**src/rtl/mem_port_arbiter_pkg.sv**
```systemverilog
// Purpose: shared types for the I/D-cache memory-port arbiter.
// Latency: n/a (types only).
// Backpressure: n/a (types only).
package arb_types;

    // Arbiter FSM states.
    typedef enum logic [1:0] {
        IDLE    = 2'd0,
        GRANT_I = 2'd1,
        GRANT_D = 2'd2,
        RELEASE = 2'd3
    } arb_state_t;

    // Which cache owned the most recent grant.
    typedef enum logic {
        OWNER_I = 1'b0,
        OWNER_D = 1'b1
    } arb_owner_t;

endpackage

```
**src/rtl/mem_port_arbiter_pick.sv**
```systemverilog
// Purpose: two-way round-robin pick between I-cache and D-cache requests.
// Latency: combinational, 0 cycles.
// Backpressure: none; caller decides when the pick is used.
// Ports: req_i/req_d pending requests, last_grant previous owner,
//        pick_i/pick_d one-hot (or zero) winner.
module arb_rr_pick
    import arb_types::*;
(
    input  logic       req_i,
    input  logic       req_d,
    input  arb_owner_t last_grant,
    output logic       pick_i,
    output logic       pick_d
);

    always_comb begin
        pick_i = 1'b0;
        pick_d = 1'b0;
        if (req_i && req_d) begin
            // Tie: the side that did not win last time goes now.
            pick_i = (last_grant == OWNER_D);
            pick_d = (last_grant == OWNER_I);
        end else begin
            pick_i = req_i;
            pick_d = req_d;
        end
    end

endmodule

```
**src/rtl/mem_port_arbiter.sv**
```systemverilog
// Purpose: shares one cacheline memory port between I-cache and D-cache, one line at a time.
// Latency: request seen in IDLE -> pmem_* registered next cycle; resp is combinational from pmem_resp.
// Backpressure: requesters hold their request until their resp pulse; loser waits for one
//               transaction plus a RELEASE and an IDLE cycle.
// Ports: i_* I-cache read side, d_* D-cache read/writeback side, pmem_* adaptor side,
//        clk, reset (asynchronous, active low).
module mem_port_arbiter
    import arb_types::*;
#(
    parameter int ADDR_W = 32,
    parameter int LINE_W = 256
) (
    input  logic              clk,
    input  logic              reset,
    input  logic              i_read,
    input  logic [ADDR_W-1:0] i_addr,
    output logic [LINE_W-1:0] i_rdata,
    output logic              i_resp,
    input  logic              d_read,
    input  logic              d_write,
    input  logic [ADDR_W-1:0] d_addr,
    input  logic [LINE_W-1:0] d_wdata,
    output logic [LINE_W-1:0] d_rdata,
    output logic              d_resp,
    output logic              pmem_read,
    output logic              pmem_write,
    output logic [ADDR_W-1:0] pmem_address,
    output logic [LINE_W-1:0] pmem_wdata,
    input  logic [LINE_W-1:0] pmem_rdata,
    input  logic              pmem_resp
);

    arb_state_t state, state_nxt;
    arb_owner_t last_grant;
    logic       pick_i, pick_d;
    logic       grant_i, grant_d, done;

    arb_rr_pick u_pick (
        .req_i      (i_read),
        .req_d      (d_read | d_write),
        .last_grant (last_grant),
        .pick_i     (pick_i),
        .pick_d     (pick_d)
    );

    // Next state; requests are only looked at in IDLE, so anything that
    // changes while a grant is live (or during RELEASE) is never sampled.
    always_comb begin
        state_nxt = state;
        grant_i   = 1'b0;
        grant_d   = 1'b0;
        done      = 1'b0;
        case (state)
            IDLE: begin
                if (pick_i) begin
                    grant_i   = 1'b1;
                    state_nxt = GRANT_I;
                end else if (pick_d) begin
                    grant_d   = 1'b1;
                    state_nxt = GRANT_D;
                end
            end
            GRANT_I, GRANT_D: begin
                if (pmem_resp) begin
                    done      = 1'b1;
                    state_nxt = RELEASE;
                end
            end
            RELEASE: state_nxt = IDLE;
            default: state_nxt = IDLE;
        endcase
    end

    always_ff @(posedge clk or negedge reset) begin
        if (!reset) begin
            state <= IDLE;
        end else begin
            state <= state_nxt;
        end
    end

    // Transaction latch: captured on the grant edge and held untouched until
    // the completing edge clears it.
    always_ff @(posedge clk or negedge reset) begin
        if (!reset) begin
            pmem_read    <= 1'b0;
            pmem_write   <= 1'b0;
            pmem_address <= '0;
            pmem_wdata   <= '0;
            last_grant   <= OWNER_I;
        end else if (grant_i) begin
            pmem_read    <= 1'b1;
            pmem_write   <= 1'b0;
            pmem_address <= i_addr;
            pmem_wdata   <= '0;
            last_grant   <= OWNER_I;
        end else if (grant_d) begin
            // Writeback wins if the D-cache raises both strobes.
            pmem_read    <= ~d_write;
            pmem_write   <= d_write;
            pmem_address <= d_addr;
            pmem_wdata   <= d_wdata;
            last_grant   <= OWNER_D;
        end else if (done) begin
            pmem_read    <= 1'b0;
            pmem_write   <= 1'b0;
            pmem_address <= '0;
            pmem_wdata   <= '0;
        end
    end

    // Response steering: only the current owner ever sees the adaptor's pulse.
    assign i_resp  = (state == GRANT_I) && pmem_resp;
    assign d_resp  = (state == GRANT_D) && pmem_resp;
    assign i_rdata = i_resp ? pmem_rdata : '0;
    assign d_rdata = d_resp ? pmem_rdata : '0;

endmodule

```
**config.mk**
```make
export PLATFORM = sky130hd
export DESIGN_NAME = mem_port_arbiter
export DESIGN_NICKNAME = d
export VERILOG_FILES = /design/src/rtl/mem_port_arbiter_pkg.sv /design/src/rtl/mem_port_arbiter_pick.sv /design/src/rtl/mem_port_arbiter.sv
export SDC_FILE = /design/constraint.sdc
export NUM_CORES = 1
export LEC_CHECK = 0
export CAP_MARGIN = 20
export CORE_AREA = 3 3 540 542
export CTS_BUF_LIST = sky130_fd_sc_hd__clkbuf_4 sky130_fd_sc_hd__clkbuf_8
export CTS_CLUSTER_DIAMETER = 40
export DETAILED_ROUTE_END_ITERATION = 12
export DIE_AREA = 0 0 543 545
export SLEW_MARGIN = 20
export SYNTH_ARGS = -nofsm -noshare
export SYNTH_HDL_FRONTEND = slang
export SYNTH_HIERARCHICAL = 1
export SYNTH_SLANG_ARGS = --single-unit
```
**constraint.sdc**
```tcl
create_clock -name clk -period 1.5 [get_ports clk]
set_input_delay 0.3 -clock clk [delete_from_list [all_inputs] [get_ports clk]]
set_output_delay 0.3 -clock clk [all_outputs]
set_load 0.02 [all_outputs]
```
## Word level (Yosys, flattened, before mapping)

Index checks and enable logic that the tools add are counted.

- Bits in registers: 293
- Input bits: 582
- Output and inout bits: 804
- Word-level logic and storage cells: 50

- Equality and inequality tests: 5
- Mux-type cells: 28
- Bitwise gates (word level): 3
- Reduce and logical (&&, ||, !) cells: 8

Operators with widths:

| cell | number |
|---|---|
| 256-bit 2-to-1 mux | 5 |
| 32-bit 2-to-1 mux | 3 |
| 1-bit 2-to-1 mux | 16 |
| 2-bit 2-to-1 mux | 3 |
| 2-bit one-hot mux with 3 select lines | 1 |
| 2-bit == test (second input constant) | 2 |
| 1-bit logical AND | 3 |
| 3-bit != test (second input constant) | 1 |
| 3-bit nonzero test | 1 |
| 2-bit by 1-bit == test with 1-bit output (second input constant) | 1 |
| 2-bit logical NOT | 1 |
| 2-bit != test (second input constant) | 1 |
| 1-bit inverter | 2 |
| 2-bit AND reduction | 1 |
| 2-bit nonzero test | 1 |
| 2-bit OR reduction | 1 |
| 1-bit OR | 1 |

## Longest topological paths before layout

Gate-level depths: netlist of run 1.

- Depth in word-level cells: 8
- Depth in mapped cells: 9
- Mapped depth without buffers: 5

## By module

The synthesis of run 1 kept the hierarchy.

Modules (own cells, without submodules):

| module | instances | cells an instance | area each (sq um) | sequential area each (sq um) |
|---|---|---|---|---|
| mem_port_arbiter | 1 | 1337 | 14437.6 | 7332.0 |
| arb_rr_pick | 1 | 3 | 18.8 | 0.0 |

## Worst setup path after synthesis of run 1

Ideal clock, no wire load.

- Kind: input to register
- Start point: input port d_write
- End point: register pmem_address[29]
- Setup time: 126 ps
- Arrival: 1769 ps
- Slack: -395 ps
- Stages on the path: 7
- Buffers on the path: 3
- Path through: or2_2 > a21boi_1 > buf_4 > and3b_1 > buf_4 > buf_2 > a221o_1

RTL lines:

| element | line | source |
|---|---|---|
| start, declared | mem_port_arbiter.sv:20 | `input logic d_write,` |
| 1-bit OR (*) | mem_port_arbiter.sv:40 | `.req_d (d_read \| d_write),` |
| 1-bit logical AND (*) | mem_port_arbiter_pick.sv:19 | `if (req_i && req_d) begin` |
| 1-bit 2-to-1 mux (*) | mem_port_arbiter_pick.sv:19 |  |
| via pick_i | mem_port_arbiter.sv:35 | `logic pick_i, pick_d;` |
| 1-bit 2-to-1 mux | mem_port_arbiter.sv:55 | `if (pick_i) begin` |
| 1-bit 2-to-1 mux | mem_port_arbiter.sv:53 | `case (state)` |
| 32-bit 2-to-1 mux | mem_port_arbiter.sv:97 | `end else if (grant_d) begin` |
| 32-bit 2-to-1 mux | mem_port_arbiter.sv:91 | `end else if (grant_i) begin` |
| end signal, assigned | mem_port_arbiter.sv:94 | `pmem_address <= i_addr;` |
| end signal, assigned | mem_port_arbiter.sv:101 | `pmem_address <= d_addr;` |
| end, declared | mem_port_arbiter.sv:27 | `output logic [ADDR_W-1:0] pmem_address,` |

Mark *: on every way through the listed nets, which the timed path passes. The rest lies on a longest branch.
A chain may end at the register's enable or synchronous reset.

## Final worst setup path of run 1

- Start point: register state[0]
- End point: output port i_rdata[157]

- Cells in the longest elaborated chain, start to end: 3

RTL lines:

| element | line | source |
|---|---|---|
| start, declared | mem_port_arbiter.sv:33 | `arb_state_t state, state_nxt;` |
| start signal, assigned | mem_port_arbiter.sv:78 | `state <= state_nxt;` |
| 2-bit by 1-bit == test with 1-bit output | mem_port_arbiter.sv:113 | `assign i_resp = (state == GRANT_I) && pmem_resp;` |
| 1-bit logical AND | mem_port_arbiter.sv:113 |  |
| 256-bit 2-to-1 mux | mem_port_arbiter.sv:115 | `assign i_rdata = i_resp ? pmem_rdata : '0;` |
| end, declared | mem_port_arbiter.sv:17 | `output logic [LINE_W-1:0] i_rdata,` |

No other way between the ends.

==> results.py, run 1 <==
metrics = {
    "floorplan": {
        "dieArea_um2": 296000,
        "fp.dieW_um": 543,
        "ios": 1386,
        "die_y_um": 545,
        "core_um2": 287000,
        "start_util_pct": 5.03,
        "rows": 197,
    },
    "final_layout": {
        "mostFrequentLayoutCell": "clkdlybuf4s50_1",
        "finalInstanceArea_um2": 45500,
        "drive_gt1_share_pct": 58.4,
        "fin_cells": 6825,
        "nets": 3547,
        "final_cell_mix": "clkdlybuf4s50_1 (618), and3_4 (491), buf_12 (490), buf_6 (339), dfrtp_1 (287)",
        "syn_to_final_growth_pct": 215,
    },
    "yosys": {
        "syn_inst": 1340,
        "synth_xor_area_share_pct": 0,
        "async_flop_share_pct": 100,
        "yosys.area.top_type": "dfrtp_1",
        "synth.top_cell.area_share_pct": 50.7,
        "synth_edf_count": 0,
        "synth_simple_gate_area_share_pct": 23.9,
        "yosysWarnings": 6,
        "synth_nets": 1926,
        "avgSynthCellArea_um2": 10.8,
        "synth-seq-cells": 293,
        "synth_fa_ha_area_share_pct": 0.346,
        "muxShareOfSynthArea_pct": 0.208,
        "synth_top_family_by_area": "simple AND/OR/NAND/NOR gates",
        "synth_compound_area_share_pct": 18.2,
        "synth_area_leaders": "dfrtp_1 (51%), and3_1 (24%), a22o_1 (16%)",
        "synth-seq-area-share_pct": 50.7,
        "ys_types": 23,
        "synth_ff_type": "dfrtp_1",
        "syn_area_um2": 14500,
    },
    "sta": {
        "rsz0062_at_grt": "yes",
        "fin_skew_ns": 0.0525,
        "whs_ns": 0.0943,
        "max-slew-margin-rel_pct": 53.2,
        "min_period_ns": 2.68,
        "slew_violations": 0,
        "worst_pin_slew_ns": 0.700,
        "setup_tns_ns": -684.87,
        "post-route-period-util_pct": 179,
        "fmax_mhz": 373,
        "hold_viol": 0,
        "setup_viol_count_final": 1096,
        "fin_ws_ns": -1.18,
    },
    "critical_path": {
        "path_max_fanout": 6,
        "cp-start-kind": "register",
        "cp_data_arrival_time_ns": 2.38,
        "slowest_delay_ns": 0.41,
        "crit_chain": "buf_6, ha_4, buf_12, buf_12, buf_12, buf_8, buf_6, and3_4, buf_6",
        "cp.required_ns": 1.20,
        "setup.worst_path.end_class": "output port",
        "worstSetupPathType": "reg -> out",
        "cp_slowest_cell": "dfrtp_1",
    },
    "min_path": {
        "holdCritPathClass": "in -> async",
    },
    "clock_network": {
        "cts_inserted_buffers": 50,
        "cts_tree": "built",
        "cts_buffer_depth": 3,
        "worstSkewPairLatency_ns": 0.73,
        "root_buffer": "clkbuf_8",
        "cts_sinks": 293,
        "htree_levels": 2,
        "clk_pin_slew_ns": 0.07,
    },
    "placed_design": {
        "dpl-instance-area_um2": 40200,
        "dp_hpwl_um": 191000,
        "place_ws_ns": -0.934,
        "dp_cells": 6533,
        "place_congestion": 0.956,
        "io_buffers": 1385,
    },
    "grt": {
        "grt_pass1_wl_um": 259000,
        "antenna_found_initial": 106,
        "gr-total-overflow": 0,
        "grt_max_degree": 50,
        "grt_pass1_vias": 20100,
        "track_usage_pct": 13.9,
    },
    "pwr": {
        "power.switching_mw": 39.1,
        "combPwrFrac_pct": 71.4,
        "p_int_mw": 48.7,
        "seqPwrFrac_pct": 18.5,
        "clkPwrFrac_pct": 10.0,
        "pwr_density_cell_nw_per_um2": 1930,
        "switching_share_pct": 44.6,
        "irDropWorstVdd_v": 0.000992,
        "p_leak_nw": 18.7,
    },
    "drt": {
        "vias_per_cell": 2.97,
        "wl_per_cell_um": 32.8,
        "wl_met1_um": 80000,
        "vias": 20300,
        "top_layer": "met5",
        "met2WireLength_um": 105000,
        "postRouteAntennaNets": 0,
        "drt_iter0_markers": 1490,
        "drc": 0,
        "wl_met3_um": 30500,
        "first_pass_iters": 5,
        "wirelength_um": 224000,
    },
    "status": {
        "violations": "negative setup slack",
        "outcome": "finished, violations left",
    },
    "flow_run": {
        "maxCapViolCount": 0,
    },
}
==> state kept, by name, summed over array words and instances, names as in the netlist <==
| name | flops |
|---|---|
| state | 2 |
| last_grant | 1 |
| pmem_address | 32 |
| pmem_read | 1 |
| pmem_wdata | 256 |
| pmem_write | 1 |
==> final timing paths <==
check	cells past startpoint	slack [ns]	startpoint	endpoint
max in group asynchronous	3	0.05	reset	pmem_wdata[149]$_DFFE_PN0P_
min in group clk	2	0.18	d_wdata[136]	pmem_wdata[136]$_DFFE_PN0P_
worst max register to register	10	-0.51	state[1]$_DFFE_PN0P_	pmem_wdata[52]$_DFFE_PN0P_
worst min register to register	1	0.50	pmem_wdata[59]$_DFFE_PN0P_	pmem_wdata[59]$_DFFE_PN0P_
worst max-delay path	9	-1.18	state[0]$_DFFE_PN0P_	i_rdata[157]
worst min-delay path	2	0.09	reset	pmem_wdata[104]$_DFFE_PN0P_
==> layout make-up <==
| cell class | count | area, um^2 |
|---|---|---|
| fill | 31600 | 242000 |
| antenna | 43 | 108 |
| inverter | 4 | 15.0 |
| sequential | 293 | 7340 |
| clock buffer | 66 | 883 |
| multi-input combinational | 858 | 8710 |
| clock inverter | 26 | 315 |
| tap | 3781 | 4730 |
| timing repair buffer | 1754 | 23400 |
==> cell usage after synthesis, types with 2 or more instances <==
cell type / count
nand2_1: 4
o21ai_0: 2
buf_4: 10
a221o_1: 32
a21boi_1: 2
buf_2: 25
and3_1: 544
inv_1: 4
clkbuf_1: 126
mux2i_1: 3
dfrtp_1: 293
buf_6: 24
a22o_1: 257
and2_1: 2
ha_1: 4
==> kinds of logic after synthesis <==
group	count (synthesis)
AOI/OAI and AO/OA	297
adders and majority gates	4
buffers and inverters	189
DFF	293
muxes	3
and+or+nand+nor	554
==> metrics by stage <==
stage,util (%),power [mW]
global route,15.8,91.8
global placement,14.0,67.6
floorplan,-,32.4
CTS,15.0,82.2
finish,15.8,87.8
detailed placement,14.0,67.8
==> metal layers <==
metal / vias to the layer above / GRT usage, %
met3: 303 / 7.72
met5: - / 0
met4: 26 / 4.77
met2: 1453 / 22.8
met1: 10100 / 15.0
li1: 8426 / -
==> critical path, delay by kind of cell (launching register included) <==
family	cells	cell delay (ns)
buf+inv	7	0.91
fa+ha+maj	1	0.16
simple gates	1	0.17
flops	1	0.41
==> power by group through the flow <==
stage / combinational (mW) / clock, mW / sequential [mW]
finish: 62.7 / 8.81 / 16.3
global route: 65.9 / 9.36 / 16.6
detailed placement: 51.8 / 0 / 16.0
CTS: 56.9 / 9.09 / 16.1
global placement: 51.5 / 0 / 16.2
floorplan: 14.5 / 0 / 17.9
==> what timing repair did <==
| action | 4_1_cts | 5_1_grt |
|---|---|---|
| endpoints found under the setup margin | 1096 | 1096 |
| endpoints found under the hold margin | 293 | 0 |
| setup buffers | 52 | 66 |
| pin swaps | 35 | 64 |
| gates resized for setup | 1196 | 860 |
| gates cloned | 16 | 45 |
| hold buffers | 2 | 0 |
(Power assumes the default switching activity.)
==> inputs of run 2 (changes only) <==
--- a/config.mk
+++ b/config.mk
@@ -11,6 +11,7 @@
 export CTS_CLUSTER_DIAMETER = 40
 export DETAILED_ROUTE_END_ITERATION = 12
 export DIE_AREA = 0 0 543 545
+export REMOVE_ABC_BUFFERS = 1
 export SLEW_MARGIN = 20
 export SYNTH_ARGS = -nofsm -noshare
 export SYNTH_HDL_FRONTEND = slang
==> results.py, run 2 (same netlist as run 1, synthesis figures left out) <==
metrics = {
    "status": {
        "outcome": "finished, violations left",
        "violations": "negative setup slack",
    },
    "final_layout": {
        "fin_cells": 6768,
        "finalInstanceArea_um2": 43500,
        "top_regs": "pmem_wdata x256, pmem_address x32, state x2",
        "syn_to_final_growth_pct": 201,
        "drive_gt1_share_pct": 46.6,
        "regMostFlops": "pmem_wdata",
        "fill_cells": 31800,
        "largest_register_ffs": 256,
        "mostFrequentLayoutCell": "clkdlybuf4s50_1",
        "finalCoreUtilization_pct": 15.2,
        "final_cell_mix": "clkdlybuf4s50_1 (669), buf_12 (541), dfrtp_1 (293), and3_4 (282), a22o_1 (257)",
        "nets": 3446,
    },
    "pwr": {
        "switching_share_pct": 45.6,
        "p_leak_nw": 18.2,
        "clkPwrFrac_pct": 11.3,
        "seqPwrFrac_pct": 18.2,
        "irDropWorstVdd_v": 0.00180,
        "pwr_density_cell_nw_per_um2": 1970,
        "power.switching_mw": 39.2,
        "p_int_mw": 46.7,
        "combPwrFrac_pct": 70.6,
    },
    "floorplan": {
        "core_um2": 287000,
        "rows": 197,
        "ios": 1386,
        "start_util_pct": 5.03,
        "fp.dieW_um": 543,
        "die_y_um": 545,
        "dieArea_um2": 296000,
    },
    "sta": {
        "worst_pin_slew_ns": 0.583,
        "max-slew-margin-rel_pct": 61.0,
        "rsz0062_at_grt": "yes",
        "whs_ns": 0.136,
        "setup_viol_count_final": 1097,
        "min_period_ns": 2.69,
        "post-route-period-util_pct": 179,
        "slew_violations": 0,
        "fin_skew_ns": 0.130,
        "fmax_mhz": 372,
        "hold_viol": 0,
        "fin_ws_ns": -1.19,
    },
    "drt": {
        "drc": 0,
        "met2WireLength_um": 116000,
        "wl_met1_um": 110000,
        "top_layer": "met5",
        "wirelength_um": 286000,
        "first_pass_iters": 5,
        "vias_per_cell": 3.05,
        "drt_iter0_markers": 1556,
        "wl_per_cell_um": 42.3,
        "postRouteAntennaNets": 0,
        "vias": 20700,
        "wl_met3_um": 46300,
    },
    "grt": {
        "grt_pass1_vias": 20500,
        "grt_max_degree": 126,
        "antenna_found_initial": 233,
        "track_usage_pct": 18.4,
        "gr-total-overflow": 0,
        "grt_pass1_wl_um": 329000,
    },
    "critical_path": {
        "worstSetupPathType": "reg -> out",
        "slowest_delay_ns": 0.39,
        "cp_slowest_cell": "dfrtp_1",
        "cp-start-kind": "register",
        "setup.worst_path.end_class": "output port",
        "path_max_fanout": 6,
        "cp.required_ns": 1.20,
        "cp_data_arrival_time_ns": 2.39,
        "crit_chain": "buf_6, ha_4, buf_4, buf_12, buf_12, buf_16, buf_8, and3_4, buf_6",
    },
    "placed_design": {
        "place_congestion": 1.07,
        "dp_cells": 6474,
        "dpl-instance-area_um2": 38600,
        "io_buffers": 1385,
        "dp_hpwl_um": 254000,
    },
    "clock_network": {
        "root_buffer": "clkbuf_8",
        "cts_buffer_depth": 3,
        "cts_sinks": 293,
        "worstSkewPairLatency_ns": 0.80,
        "cts_tree": "built",
        "cts_inserted_buffers": 58,
        "clk_pin_slew_ns": 0.06,
        "htree_levels": 2,
    },
    "flow_run": {
        "maxCapViolCount": 0,
    },
    "min_path": {
        "holdCritPathClass": "in -> reg",
    },
}
-- run 2: metrics by stage --
stage	power [mW]	setup TNS, ns	worst slack [ns]
floorplan	19.7	-3121.77	-6.06
global placement	68.9	-702.90	-1.25
detailed placement	69.3	-712.76	-1.29
CTS	86.0	-833.67	-1.32
global route	89.9	-863.86	-1.32
finish	85.9	-726.38	-1.19
-- run 2: final cells by class --
| cell class | count | area, um^2 | area share, % |
|---|---|---|---|
| Tap cell | 3781 | 4730 | 10.9 |
| Sequential cell | 293 | 7330 | 16.8 |
| Antenna cell | 82 | 205 | 0.471 |
| Inverter | 4 | 15.0 | 0.0345 |
| Clock inverter | 28 | 373 | 0.856 |
| Multi-Input combinational cell | 858 | 7650 | 17.6 |
| Clock buffer | 77 | 991 | 2.28 |
| Timing Repair Buffer | 1645 | 22200 | 51.1 |
-- run 2: metal layers --
| layer | global-route usage [%] | vias up |
|---|---|---|
| met5 | 0 | - |
| li1 | - | 8317 |
| met4 | 6.45 | 98 |
| met2 | 26.6 | 1566 |
| met1 | 20.8 | 10100 |
| met3 | 13.3 | 544 |
-- run 2: path summary, 6_finish.rpt --
check | from | to | slack [ns] | depth (start not counted)
worst max-delay path | state[1]$_DFFE_PN0P_ | d_rdata[142] | -1.19 | 9
worst min-delay path | d_wdata[237] | pmem_wdata[237]$_DFFE_PN0P_ | 0.14 | 2
worst max register to register | state[0]$_DFFE_PN0P_ | pmem_wdata[177]$_DFFE_PN0P_ | -0.49 | 8
worst min register to register | pmem_wdata[150]$_DFFE_PN0P_ | pmem_wdata[150]$_DFFE_PN0P_ | 0.50 | 1
max in group asynchronous | reset | pmem_wdata[231]$_DFFE_PN0P_ | 0.14 | 5
min in group asynchronous | reset | pmem_address[2]$_DFFE_PN0P_ | 0.15 | 3
-- run 2: worst max-delay path: cells and delay by family (launching register included) --
kind | cells | cell delay (ns)
buffers and inverters | 7 | 0.90
flip-flops | 1 | 0.39
adder cells (fa/ha/maj) | 1 | 0.21
AND/OR/NAND/NOR | 1 | 0.19
-- run 2: power groups by stage --
stage / Clock, mW / Sequential (mW) / Combinational (mW)
after floorplan: 0 / 13.8 / 5.91
after global placement: 0 / 15.7 / 53.2
after detailed placement: 0 / 15.7 / 53.6
after CTS: 10.1 / 15.7 / 60.2
after global routing: 10.3 / 16.0 / 63.6
final: 9.67 / 15.6 / 60.6
-- run 2: repair_timing --
| action | CTS | global route |
|---|---|---|
| buffers inserted | 35 | 15 |
| gates cloned | 24 | 9 |
| hold buffers | 27 | 0 |
| pin swaps | 36 | 5 |
| endpoints found under the hold margin | 317 | 0 |
| gates resized for setup | 1260 | 133 |
| setup endpoints to repair | 1097 | 1097 |
